**src/rtl/range_ctrl_pkg.sv**
```systemverilog
// Shared types and constants for the range unit front-end controller.
package range_ctrl_pkg;

    localparam int DEBOUNCE_CYCLES_DEFAULT = 1_000_000;

    // Bit positions of the pushbuttons within key_n.
    localparam int KEY_NEXT = 0;
    localparam int KEY_PREV = 1;
    localparam int KEY_HOME = 2;
    localparam int KEY_RUN  = 3;

    typedef enum logic [1:0] {
        ST_IDLE,
        ST_GO,
        ST_BUSY,
        ST_SHOW
    } state_t;

endpackage

```
**src/rtl/range_ctrl_key_debounce.sv**
```systemverilog
// One pushbutton: 2-flop synchronizer, level debouncer and a single-cycle
// pulse on each accepted released-to-pressed transition.
module key_debounce
    import range_ctrl_pkg::*;
#(
    parameter int DEBOUNCE_CYCLES = DEBOUNCE_CYCLES_DEFAULT
) (
    input  logic clk,
    input  logic reset_n,
    input  logic key_n,
    output logic press
);

    localparam int CNT_W = (DEBOUNCE_CYCLES > 1) ? $clog2(DEBOUNCE_CYCLES) : 1;
    localparam logic [CNT_W-1:0] CNT_LAST = CNT_W'(DEBOUNCE_CYCLES - 1);

    logic             sync1_reg;
    logic             sync2_reg;
    logic             stable_reg;
    logic             press_reg;
    logic [CNT_W-1:0] cnt_reg;

    // cnt_reg counts consecutive samples that disagree with the stable level;
    // any agreeing sample restarts the count.
    always_ff @(posedge clk) begin
        if (!reset_n) begin
            sync1_reg  <= 1'b1;
            sync2_reg  <= 1'b1;
            stable_reg <= 1'b1;
            cnt_reg    <= '0;
            press_reg  <= 1'b0;
        end else begin
            sync1_reg <= key_n;
            sync2_reg <= sync1_reg;
            press_reg <= 1'b0;
            if (sync2_reg == stable_reg) begin
                cnt_reg <= '0;
            end else if (cnt_reg == CNT_LAST) begin
                stable_reg <= sync2_reg;
                cnt_reg    <= '0;
                press_reg  <= ~sync2_reg;
            end else begin
                cnt_reg <= cnt_reg + 1'b1;
            end
        end
    end

    assign press = press_reg;

endmodule

```
**src/rtl/range_ctrl.sv**
```systemverilog
// Pushbutton front-end for the Collatz range unit: launches runs and lets the
// user browse the result RAM, showing the value and its iteration count.
module range_ctrl
    import range_ctrl_pkg::*;
#(
    parameter int RAM_WORDS       = 256,
    parameter int RAM_ADDR_BITS   = 8,
    parameter int DEBOUNCE_CYCLES = DEBOUNCE_CYCLES_DEFAULT
) (
    input  logic                     clk,
    input  logic                     reset_n,
    input  logic [3:0]               key_n,
    input  logic [9:0]               sw,
    input  logic                     done,
    output logic                     go,
    output logic [31:0]              start,
    output logic [RAM_ADDR_BITS-1:0] rd_addr,
    input  logic [15:0]              rd_data,
    output logic [11:0]              disp_n,
    output logic [11:0]              disp_count,
    output logic                     count_valid,
    output logic                     busy
);

    localparam logic [RAM_ADDR_BITS-1:0] LAST_ADDR = RAM_ADDR_BITS'(RAM_WORDS - 1);

    logic [3:0] press;

    generate
        for (genvar gi = 0; gi < 4; gi++) begin : g_key
            key_debounce #(
                .DEBOUNCE_CYCLES(DEBOUNCE_CYCLES)
            ) u_key (
                .clk    (clk),
                .reset_n(reset_n),
                .key_n  (key_n[gi]),
                .press  (press[gi])
            );
        end
    endgenerate

    state_t                   state_reg;
    logic                     go_reg;
    logic                     busy_reg;
    logic [31:0]              start_reg;
    logic [RAM_ADDR_BITS-1:0] offset_reg;
    logic [RAM_ADDR_BITS-1:0] offset_next;
    logic                     primed_reg;
    logic                     count_valid_reg;
    logic [11:0]              disp_count_reg;
    logic [3:0]               rd_data_unused;

    assign rd_data_unused = rd_data[15:12];

    // Browsing result; home wins, opposing next/previous cancel out.
    always_comb begin
        offset_next = offset_reg;
        if (press[KEY_HOME]) begin
            offset_next = '0;
        end else if (press[KEY_NEXT] && !press[KEY_PREV]) begin
            offset_next = (offset_reg == LAST_ADDR) ? '0 : offset_reg + 1'b1;
        end else if (press[KEY_PREV] && !press[KEY_NEXT]) begin
            offset_next = (offset_reg == '0) ? LAST_ADDR : offset_reg - 1'b1;
        end
    end

    always_ff @(posedge clk) begin
        if (!reset_n) begin
            state_reg       <= ST_IDLE;
            go_reg          <= 1'b0;
            busy_reg        <= 1'b0;
            start_reg       <= '0;
            offset_reg      <= '0;
            primed_reg      <= 1'b0;
            count_valid_reg <= 1'b0;
            disp_count_reg  <= '0;
        end else begin
            go_reg <= 1'b0;
            case (state_reg)
                ST_IDLE: begin
                    if (press[KEY_RUN]) begin
                        start_reg <= {22'b0, sw};
                        go_reg    <= 1'b1;
                        state_reg <= ST_GO;
                    end
                end
                ST_GO: begin
                    busy_reg  <= 1'b1;
                    state_reg <= ST_BUSY;
                end
                ST_BUSY: begin
                    if (done) begin
                        busy_reg   <= 1'b0;
                        offset_reg <= '0;
                        state_reg  <= ST_SHOW;
                    end
                end
                ST_SHOW: begin
                    if (press[KEY_RUN]) begin
                        start_reg  <= {22'b0, sw};
                        offset_reg <= '0;
                        go_reg     <= 1'b1;
                        state_reg  <= ST_GO;
                    end else begin
                        offset_reg <= offset_next;
                    end
                end
                default: state_reg <= ST_IDLE;
            endcase

            // The RAM answers one cycle after rd_addr settles, so a count is
            // trusted only once the address has held for two edges.
            if (state_reg != ST_SHOW || press[KEY_RUN] || offset_next != offset_reg) begin
                primed_reg      <= 1'b0;
                count_valid_reg <= 1'b0;
            end else if (!primed_reg) begin
                primed_reg <= 1'b1;
            end else begin
                count_valid_reg <= 1'b1;
                disp_count_reg  <= rd_data[11:0];
            end
        end
    end

    assign go          = go_reg;
    assign busy        = busy_reg;
    assign start       = start_reg;
    assign rd_addr     = offset_reg;
    assign disp_n      = start_reg[11:0] + 12'(offset_reg);
    assign disp_count  = disp_count_reg;
    assign count_valid = count_valid_reg;

endmodule
```
**config.mk**
```make
export PLATFORM = sky130hd
export DESIGN_NAME = range_ctrl
export DESIGN_NICKNAME = d
export VERILOG_FILES = /design/src/rtl/range_ctrl_pkg.sv /design/src/rtl/range_ctrl_key_debounce.sv /design/src/rtl/range_ctrl.sv
export SDC_FILE = /design/constraint.sdc
export NUM_CORES = 1
export LEC_CHECK = 0
export CAP_MARGIN = 20
export CORE_AREA = 3 3 121 123
export DETAILED_ROUTE_END_ITERATION = 8
export DIE_AREA = 0 0 124 126
export PLACE_DENSITY = 0.71
export SLEW_MARGIN = 30
export SYNTH_ARGS = -nofsm -noshare
export SYNTH_HDL_FRONTEND = slang
export SYNTH_SLANG_ARGS = --single-unit
```
**constraint.sdc**
```tcl
create_clock -name clk -period 5.2 [get_ports clk]
set_input_delay 1.56 -clock clk [delete_from_list [all_inputs] [get_ports clk]]
set_output_delay 1.56 -clock clk [all_outputs]
set_load 0.005 [all_outputs]
```
# ---- Word-level counts from Yosys, hierarchy flattened
# Cells that the tools add are included.
dict set report op_classes {
  n_mux 15
  reduce_logical 30
  n_addsub 7
  bitwise 14
  n_eq_ne 16
}
# operator count
set ops {}
lappend ops {{20-bit by 1-bit adder with 20-bit output (second input constant)} 4}
lappend ops {{20-bit equality test (second input constant)} 4}
lappend ops {{8-bit two-way mux} 7}
lappend ops {{3-bit OR reduction} 8}
lappend ops {{2-bit AND reduction} 10}
lappend ops {{8-bit one-hot mux with 2 select lines} 1}
lappend ops {{1-bit NOT} 14}
lappend ops {{10-bit by 8-bit adder with 11-bit output} 1}
lappend ops {{8-bit by 1-bit adder with 8-bit output (second input constant)} 1}
lappend ops {{8-bit equality test (second input constant)} 1}
lappend ops {{8-bit logical NOT} 1}
lappend ops {{8-bit != test} 1}
lappend ops {{8-bit by 1-bit subtractor with 8-bit output (second input constant)} 1}
lappend ops {{2-bit one-hot mux with 3 select lines} 1}
lappend ops {{1-bit equality test} 4}
lappend ops {{2-bit equality test (second input constant)} 2}
lappend ops {{2-bit two-way mux} 2}
lappend ops {{2-bit != test (second input constant)} 2}
lappend ops {{2-bit nonzero test} 2}
lappend ops {{2-bit OR reduction} 2}
lappend ops {{1-bit two-way mux} 3}
lappend ops {{2-bit by 1-bit equality test with 1-bit output (second input constant)} 1}
lappend ops {{1-bit logical AND} 2}
lappend ops {{1-bit logical NOT} 2}
lappend ops {{other kinds (4)} 5}
dict set report totals {
  elab_cells 110
  reg_bits 132
  out_inout_bits 67
  inputBits 33
}

# ---- Logic depth before layout (Yosys ltp)
# Gate-level depths: netlist of the first run.
dict set report depth {
  word_depth 9
  ltp_mapped 11
}

# ---- Hierarchy
# Synthesis of the first run repeated with hierarchy kept, for this count alone.
dict set report hier_totals {
  hier_cells 808
  area_unflattened_um2 6915.4
}
# module cells_per_inst instances seq_area_each_um2 area_each_um2
set modules_own_cells {}
lappend modules_own_cells {key_debounce 115 4 480.5 1048.5}
lappend modules_own_cells {range_ctrl 348 1 720.7 2721.4}

# ---- Worst setup path before layout of the first run
# OpenSTA, ideal clock, no wires.
dict set report synth_path {
  kind {reg-to-output}
  from {reg offset_reg[1], in the netlist rd_addr[1]}
  to {out disp_n[8]}
  path_slack_ns 1.696
  required_ns 3.640
  path_stages_with_launch 11
  arrival_ns 1.944
  path_buffers 1
  path_cell_list {dfxtp_1 > buf_4 > inv_1 > fa_1 > nor2b_1 > o21ai_0 > a21boi_0 > o21ai_0 > nand2b_1 > a31oi_1 > xnor2_1}
}
dict set report synth_between {
  elab_chain_len 1
}
# item line_no
set synth_lines {}
lappend synth_lines {{from (decl)} range_ctrl.sv:46} ;# logic [RAM_ADDR_BITS-1:0] offset_reg;
lappend synth_lines {{from (signal assigned)} range_ctrl.sv:105} ;# offset_reg <= offset_next;
lappend synth_lines {{10-bit by 8-bit adder with 11-bit output} range_ctrl.sv:129} ;# assign disp_n = start_reg[11:0] + 12'(offset_reg);
lappend synth_lines {{to (decl)} range_ctrl.sv:19} ;# output logic [11:0] disp_n,
# Every way passes these cells.

# ---- Final worst setup path of the first run
dict set report layout_path {
  from {reg offset_reg[0], in the netlist rd_addr[0]}
  to {out disp_n[8]}
}
# Same word-level chain as after synthesis.

==> impl_metrics.tcl, run 1 <==
set metrics [dict create \
    cts_resized 0 \
    ys.flop_type "dfxtp_1" \
    grt_use_total_pct 16.6 \
    dpl.hpwl_um 8450 \
    power.leakage_nw 2.82 \
    die_h_um 126 \
    syn_inst 759 \
    drive_above_1_share_pct 4.67 \
    diodes 0 \
    drc 0 \
    cts_sinks 132 \
    cp.arrival_ns 3.18 \
    cp.required_ns 3.64 \
    crit_path_start_kind "flip-flop" \
    initial_core_util_pct 46.7 \
    slew_headroom_pct 48.5 \
    numCtsBuffers 17 \
    drt-vias-per-instance 5.02 \
    die-area_mm2 0.0156 \
    r2r_start "rd_addr[0]" \
    grt_overflow_total 0 \
    crit_path_cell_trace "ha_1 > inv_1 > fa_1 > nor2b_1 > o21ai_0 > a21boi_0 > o21ai_0 > nand2b_1 > a31oi_1 > xnor2_1 > clkdlybuf4s50_1" \
    clk_pin_slew_worst_paths_ns 0.05 \
    min_path_type "flip-flop to flip-flop" \
    ios 100 \
    crit_fanout 11 \
    async_flop_share_pct 0 \
    hold_start "g_key[1].u_key.sync1_reg" \
    crit_path_top_delay_cell "dfxtp_1" \
    status "complete, no violations" \
    ys_warn_count 0 \
    yosysMostFrequentCell "dfxtp_1" \
    max_freq_ghz 0.211 \
    nets 877 \
    synth_top_cell_by_area "dfxtp_1" \
    drv_cap 0 \
    clock_latency_ns 0.41 \
    rr_worst_depth 9 \
    root_buffer "clkbuf_16" \
    ys_types 59 \
    rows 43 \
    clk_path_buf_depth 2 \
    synth_common_cells "dfxtp_1 (132), nor2_1 (110), nand2_1 (101)" \
    ant_nets 0 \
    grt_max_degree 52 \
    ctsHoldBuffers 0 \
    p_per_area_mw_per_mm2 293 \
    vdd_drop_max_uv 206 \
    worstMarginPinSlew_ns 0.750 \
    crit_top_cell "o21ai_0" \
    antenna_found_initial 0 \
    port_buffers 72 \
    cts_setup_buffers 0 \
    tns_ns 0 \
    firstDrtPassIters 4 \
    grt_pass1_vias 4796 \
    cts_tree "built" \
    yosysTopAreaCellShare_pct 41.1 \
    routabilityCongestion 0.864 \
    syn2layout_area_growth_pct 19.7 \
    synth-edff-count 0 \
    netlist_area_mm2 0.00643 \
    hold_viol_final 0 \
    reg2reg_slack_ns 2.55 \
    instances_no_fill 1015 \
    dp_cells 985 \
    finalCriticalPeriod_ns 4.74 \
    slew_violations 0 \
    grt_pass1_wl_um 21300 \
    synth-seq-area-share_pct 41.1 \
    core_mm2 0.0138 \
    hold_end "g_key[1].u_key.sync2_reg" \
    post_drt_wl_per_cell_um 12.1 \
    rsz0062_at_grt "false" \
    finClkSkew_ns 0.00760 \
    synthTopCellsByArea "dfxtp_1 (41%), xor2_1 (6.8%), nor2_1 (6.4%)" \
    r2r_end "disp_count[10]" \
    largest_reg_flops 80 \
    avgSynthCellArea_um2 8.48 \
    vias 5096 \
    finalSetupViolations 0 \
    critPathKind "flip-flop to primary output" \
    ys_seq_elements 132 \
    end_kind "primary output" \
    fp.dieW_um 124 \
    period_share_pct 91.2 \
    cpPeakStageDelay_ns 0.55 \
    cts.htree.levels 4 \
    hold_depth 1 \
    drt-initial-drc-count 209 \
    drt_wl_total_um 12300 \
]
==> worst max-delay path: cells and delay by family, from the launching register on <==
family	cells	cell delay (ns)
adder cells (fa/ha/maj)	2	0.65
buffers and inverters	2	0.57
flip-flops	1	0.55
XOR/XNOR	1	0.15
AO/OA/AOI/OAI	4	0.59
AND/OR/NAND/NOR	2	0.25
==> final cells by class <==
type	instances	area, um2
sequential	132	2640
multi-input combinational	580	3500
clock inverter	5	52.6
fill	1279	6070
tap	180	225
timing repair buffer	74	731
clock buffer	25	475
inverter	19	71.3
==> metrics by stage <==
stage          power, mW  worst slack, ns  cell area (um2)  hold WS, ns  util [%]
2_1_floorplan       1.17             1.70             6520        0.386         -
3_3_place_gp        1.21            0.906             7170        0.391      52.1
3_5_place_dp        1.21            0.892             7170        0.396      52.1
4_1_cts             2.30            0.420             7700        0.410      55.9
5_1_grt             2.36            0.167             7700        0.423      55.9
6_report            2.26            0.456             7700        0.403      55.9
==> per-layer routing <==
layer,track usage [%],up-vias,part of all wire [%]
li1,-,2639,-
met1,21.2,2302,46
met2,26.3,137,46
met3,4.36,18,6.1
met4,6.96,0,1.7
met5,0,-,0
==> worst max path at each step <==
stage,start,to,slack [ns],depth (start not counted)
detailed placement,rd_addr[0],disp_n[8],0.89,11
CTS,rd_addr[0],disp_n[8],0.42,11
finish,rd_addr[0],disp_n[8],0.46,11
global placement,rd_addr[0],disp_n[8],0.91,11
floorplan,rd_addr[1],disp_n[8],1.70,10
global route,rd_addr[0],disp_n[8],0.17,11
==> cells by family after synthesis <==
group           Yosys count  share of synthesized area (%)
flops                   132                           41.1
compound gates           78                           8.21
xor+xnor                 84                           11.4
fa+ha+maj                20                           4.01
other cells               1                         0.0583
simple gates            358                           26.8
buf+inv                  69                           5.80
mux                      17                           2.64
==> cells in the final DEF (no fill, tap or decap), drive strengths merged, types with 4 or more instances in the layout <==
cell / instances
nand3: 43
a21oi: 18
a31oi: 7
and4: 5
ha: 19
mux2i: 17
and3: 16
clkdlybuf4s50: 71
and2: 5
nor2b: 14
xor2: 50
nor2: 110
nand4: 15
or3: 4
a21boi: 14
nor4: 7
nand2: 101
dfxtp: 132
nor3: 14
clkbuf: 25
conb: 23
xnor2: 34
o21ai: 14
inv: 19
nand2b: 11
==> where the power goes <==
group / switching [mW] / total [mW] / internal (mW) / leakage, nW
Combinational: 0.0760 / 0.147 / 0.0711 / 1.49
Sequential: 0.0133 / 1.04 / 1.03 / 1.07
Clock: 0.398 / 1.07 / 0.674 / 0.257
Power figures use the tool's default switching activity.
==> run 2, diff against run 1 <==
- CORE_AREA: 3 3 121 123 -> 3 3 131 133
- DIE_AREA: 0 0 124 126 -> 0 0 134 136
- PLACE_DENSITY: 0.71 -> 0.58
==> impl_metrics.tcl, run 2 (same netlist as run 1, synthesis figures left out) <==
set metrics [dict create \
    ant_nets 0 \
    post_drt_wl_per_cell_um 12.7 \
    numCtsBuffers 17 \
    crit_fanout 11 \
    drc 0 \
    clock_latency_ns 0.41 \
    core_mm2 0.0159 \
    grt_overflow_total 0 \
    diodes 0 \
    mostFrequentLayoutCells "dfxtp_1 (132), nor2_1 (110), nand2_1 (101)" \
    cts.htree.levels 4 \
    clk_path_buf_depth 2 \
    fin_util_pct 48.8 \
    nets 878 \
    r2r_start "rd_addr[0]" \
    r2r_end "disp_count[6]" \
    rr_worst_depth 9 \
    vias 5164 \
    dpl.hpwl_um 9530 \
    holdWs_ns 0.401 \
    ctsHoldBuffers 0 \
    drt_wl_total_um 13400 \
    drt-vias-per-instance 4.90 \
    finalCriticalPeriod_ns 4.75 \
    root_buffer "clkbuf_16" \
    drt-initial-drc-count 283 \
    worstMarginPinSlew_ns 0.946 \
    mostFrequentLayoutCell "dfxtp_1" \
    tns_ns 0 \
    drv_cap 0 \
    slew_violations 0 \
    finClkSkew_ns 0.00529 \
    slew_headroom_pct 36.8 \
    max_freq_ghz 0.210 \
    cts_sinks 132 \
    drive_above_1_share_pct 5.26 \
    min_path_type "flip-flop to flip-flop" \
    power.leakage_nw 2.84 \
    status "complete, no violations" \
    cts_tree "built" \
    regArea_mm2 0.00264 \
    grt_pass1_vias 4813 \
    firstDrtPassIters 4 \
    critPathCapture "disp_n[8]" \
    largest_reg_flops 80 \
    end_kind "primary output" \
    hold_viol_final 0 \
    cp.arrival_ns 3.19 \
    ios 100 \
    cts_setup_buffers 0 \
    clk_pin_slew_worst_paths_ns 0.06 \
    p_total_mw 2.31 \
    fp.dieW_um 134 \
    reg2reg_slack_ns 2.56 \
    antenna_found_initial 0 \
    finalSetupViolations 0 \
    rsz0062_at_grt "false" \
    p_per_area_mw_per_mm2 297 \
    crit_path_start_kind "flip-flop" \
    critPathKind "flip-flop to primary output" \
    rows 46 \
    die-area_mm2 0.0182 \
    initial_core_util_pct 40.4 \
    grt_max_degree 48 \
    cts_resized 0 \
    cp.required_ns 3.64 \
    port_buffers 72 \
    vdd_drop_max_uv 213 \
    grt_use_total_pct 14.8 \
    grt_pass1_wl_um 22400 \
    syn2layout_area_growth_pct 20.9 \
    period_share_pct 91.4 \
    crit_start "rd_addr[0]" \
    multiInputGateArea_mm2 0.00350 \
    die_h_um 136 \
    fillers 1544 \
    routabilityCongestion 0.843 \
]
[run 2: changes by cell type in the layout (fill, tap and decap cells not counted)]
cell,previous run,this run
buf_4,2,3
clkbuf_1,6,2
clkbuf_8,2,3
clkinv_2,3,5
clkinv_4,0,2
nor2b_1,13,14
nor2b_2,1,0
[run 2: critical path: stages, from the launching register on]
cell and delay [ns]:
dfxtp_1 0.56, ha_1 0.25, inv_1 0.05, fa_1 0.39, nor2b_1 0.13, o21ai_0 0.10, a21boi_0 0.27, o21ai_0 0.11
nand2b_1 0.12, a31oi_1 0.13, xnor2_1 0.15, clkdlybuf4s50_1 0.51
[run 2: worst min path at each step]
| stage | from | endpoint | slack, ns | depth (start not counted) |
|---|---|---|---|---|
| 2_1_floorplan | g_key[0].u_key.sync1_reg | g_key[0].u_key.sync2_reg | 0.39 | 1 |
| 3_3_place_gp | g_key[1].u_key.sync1_reg | g_key[1].u_key.sync2_reg | 0.39 | 1 |
| 3_5_place_dp | g_key[2].u_key.sync1_reg | g_key[2].u_key.sync2_reg | 0.39 | 1 |
| 4_1_cts | g_key[1].u_key.sync1_reg | g_key[1].u_key.sync2_reg | 0.40 | 1 |
| 5_1_grt | g_key[1].u_key.sync1_reg | g_key[1].u_key.sync2_reg | 0.41 | 1 |
| 6_report | g_key[1].u_key.sync1_reg | g_key[1].u_key.sync2_reg | 0.40 | 1 |
[run 2: power breakdown]
group | total, mW | switching (mW) | internal (mW)
clock | 1.12 | 0.429 | 0.689
combinational | 0.152 | 0.0798 | 0.0718
sequential | 1.04 | 0.0140 | 1.03
total | 2.31 | 0.523 | 1.79
[run 2: area by class of cell]
cell class,instances,area share [%]
Multi-Input combinational cell,580,45.0
Sequential cell,132,34.0
Timing Repair Buffer,75,9.49
Clock buffer,22,6.10
Tap cell,216,3.47
Clock inverter,9,1.03
Inverter,19,0.917
[run 2: metal layers]
metal,GRT usage (%),share of wire [%],routed length (um)
met1,18.9,47,6240
met2,23.9,47,6240
met3,3.63,4.9,662
met4,6.34,1.8,245
met5,0,0,0
[run 2: per-stage QoR]
step | cells | area (um2) | worst slack (ns)
2_1_floorplan | 781 | 6520 | 1.70
3_3_place_gp | 1022 | 7220 | 0.912
3_5_place_dp | 1022 | 7220 | 0.908
4_1_cts | 1053 | 7780 | 0.438
5_1_grt | 1053 | 7780 | 0.173
6_report | 1053 | 7780 | 0.448
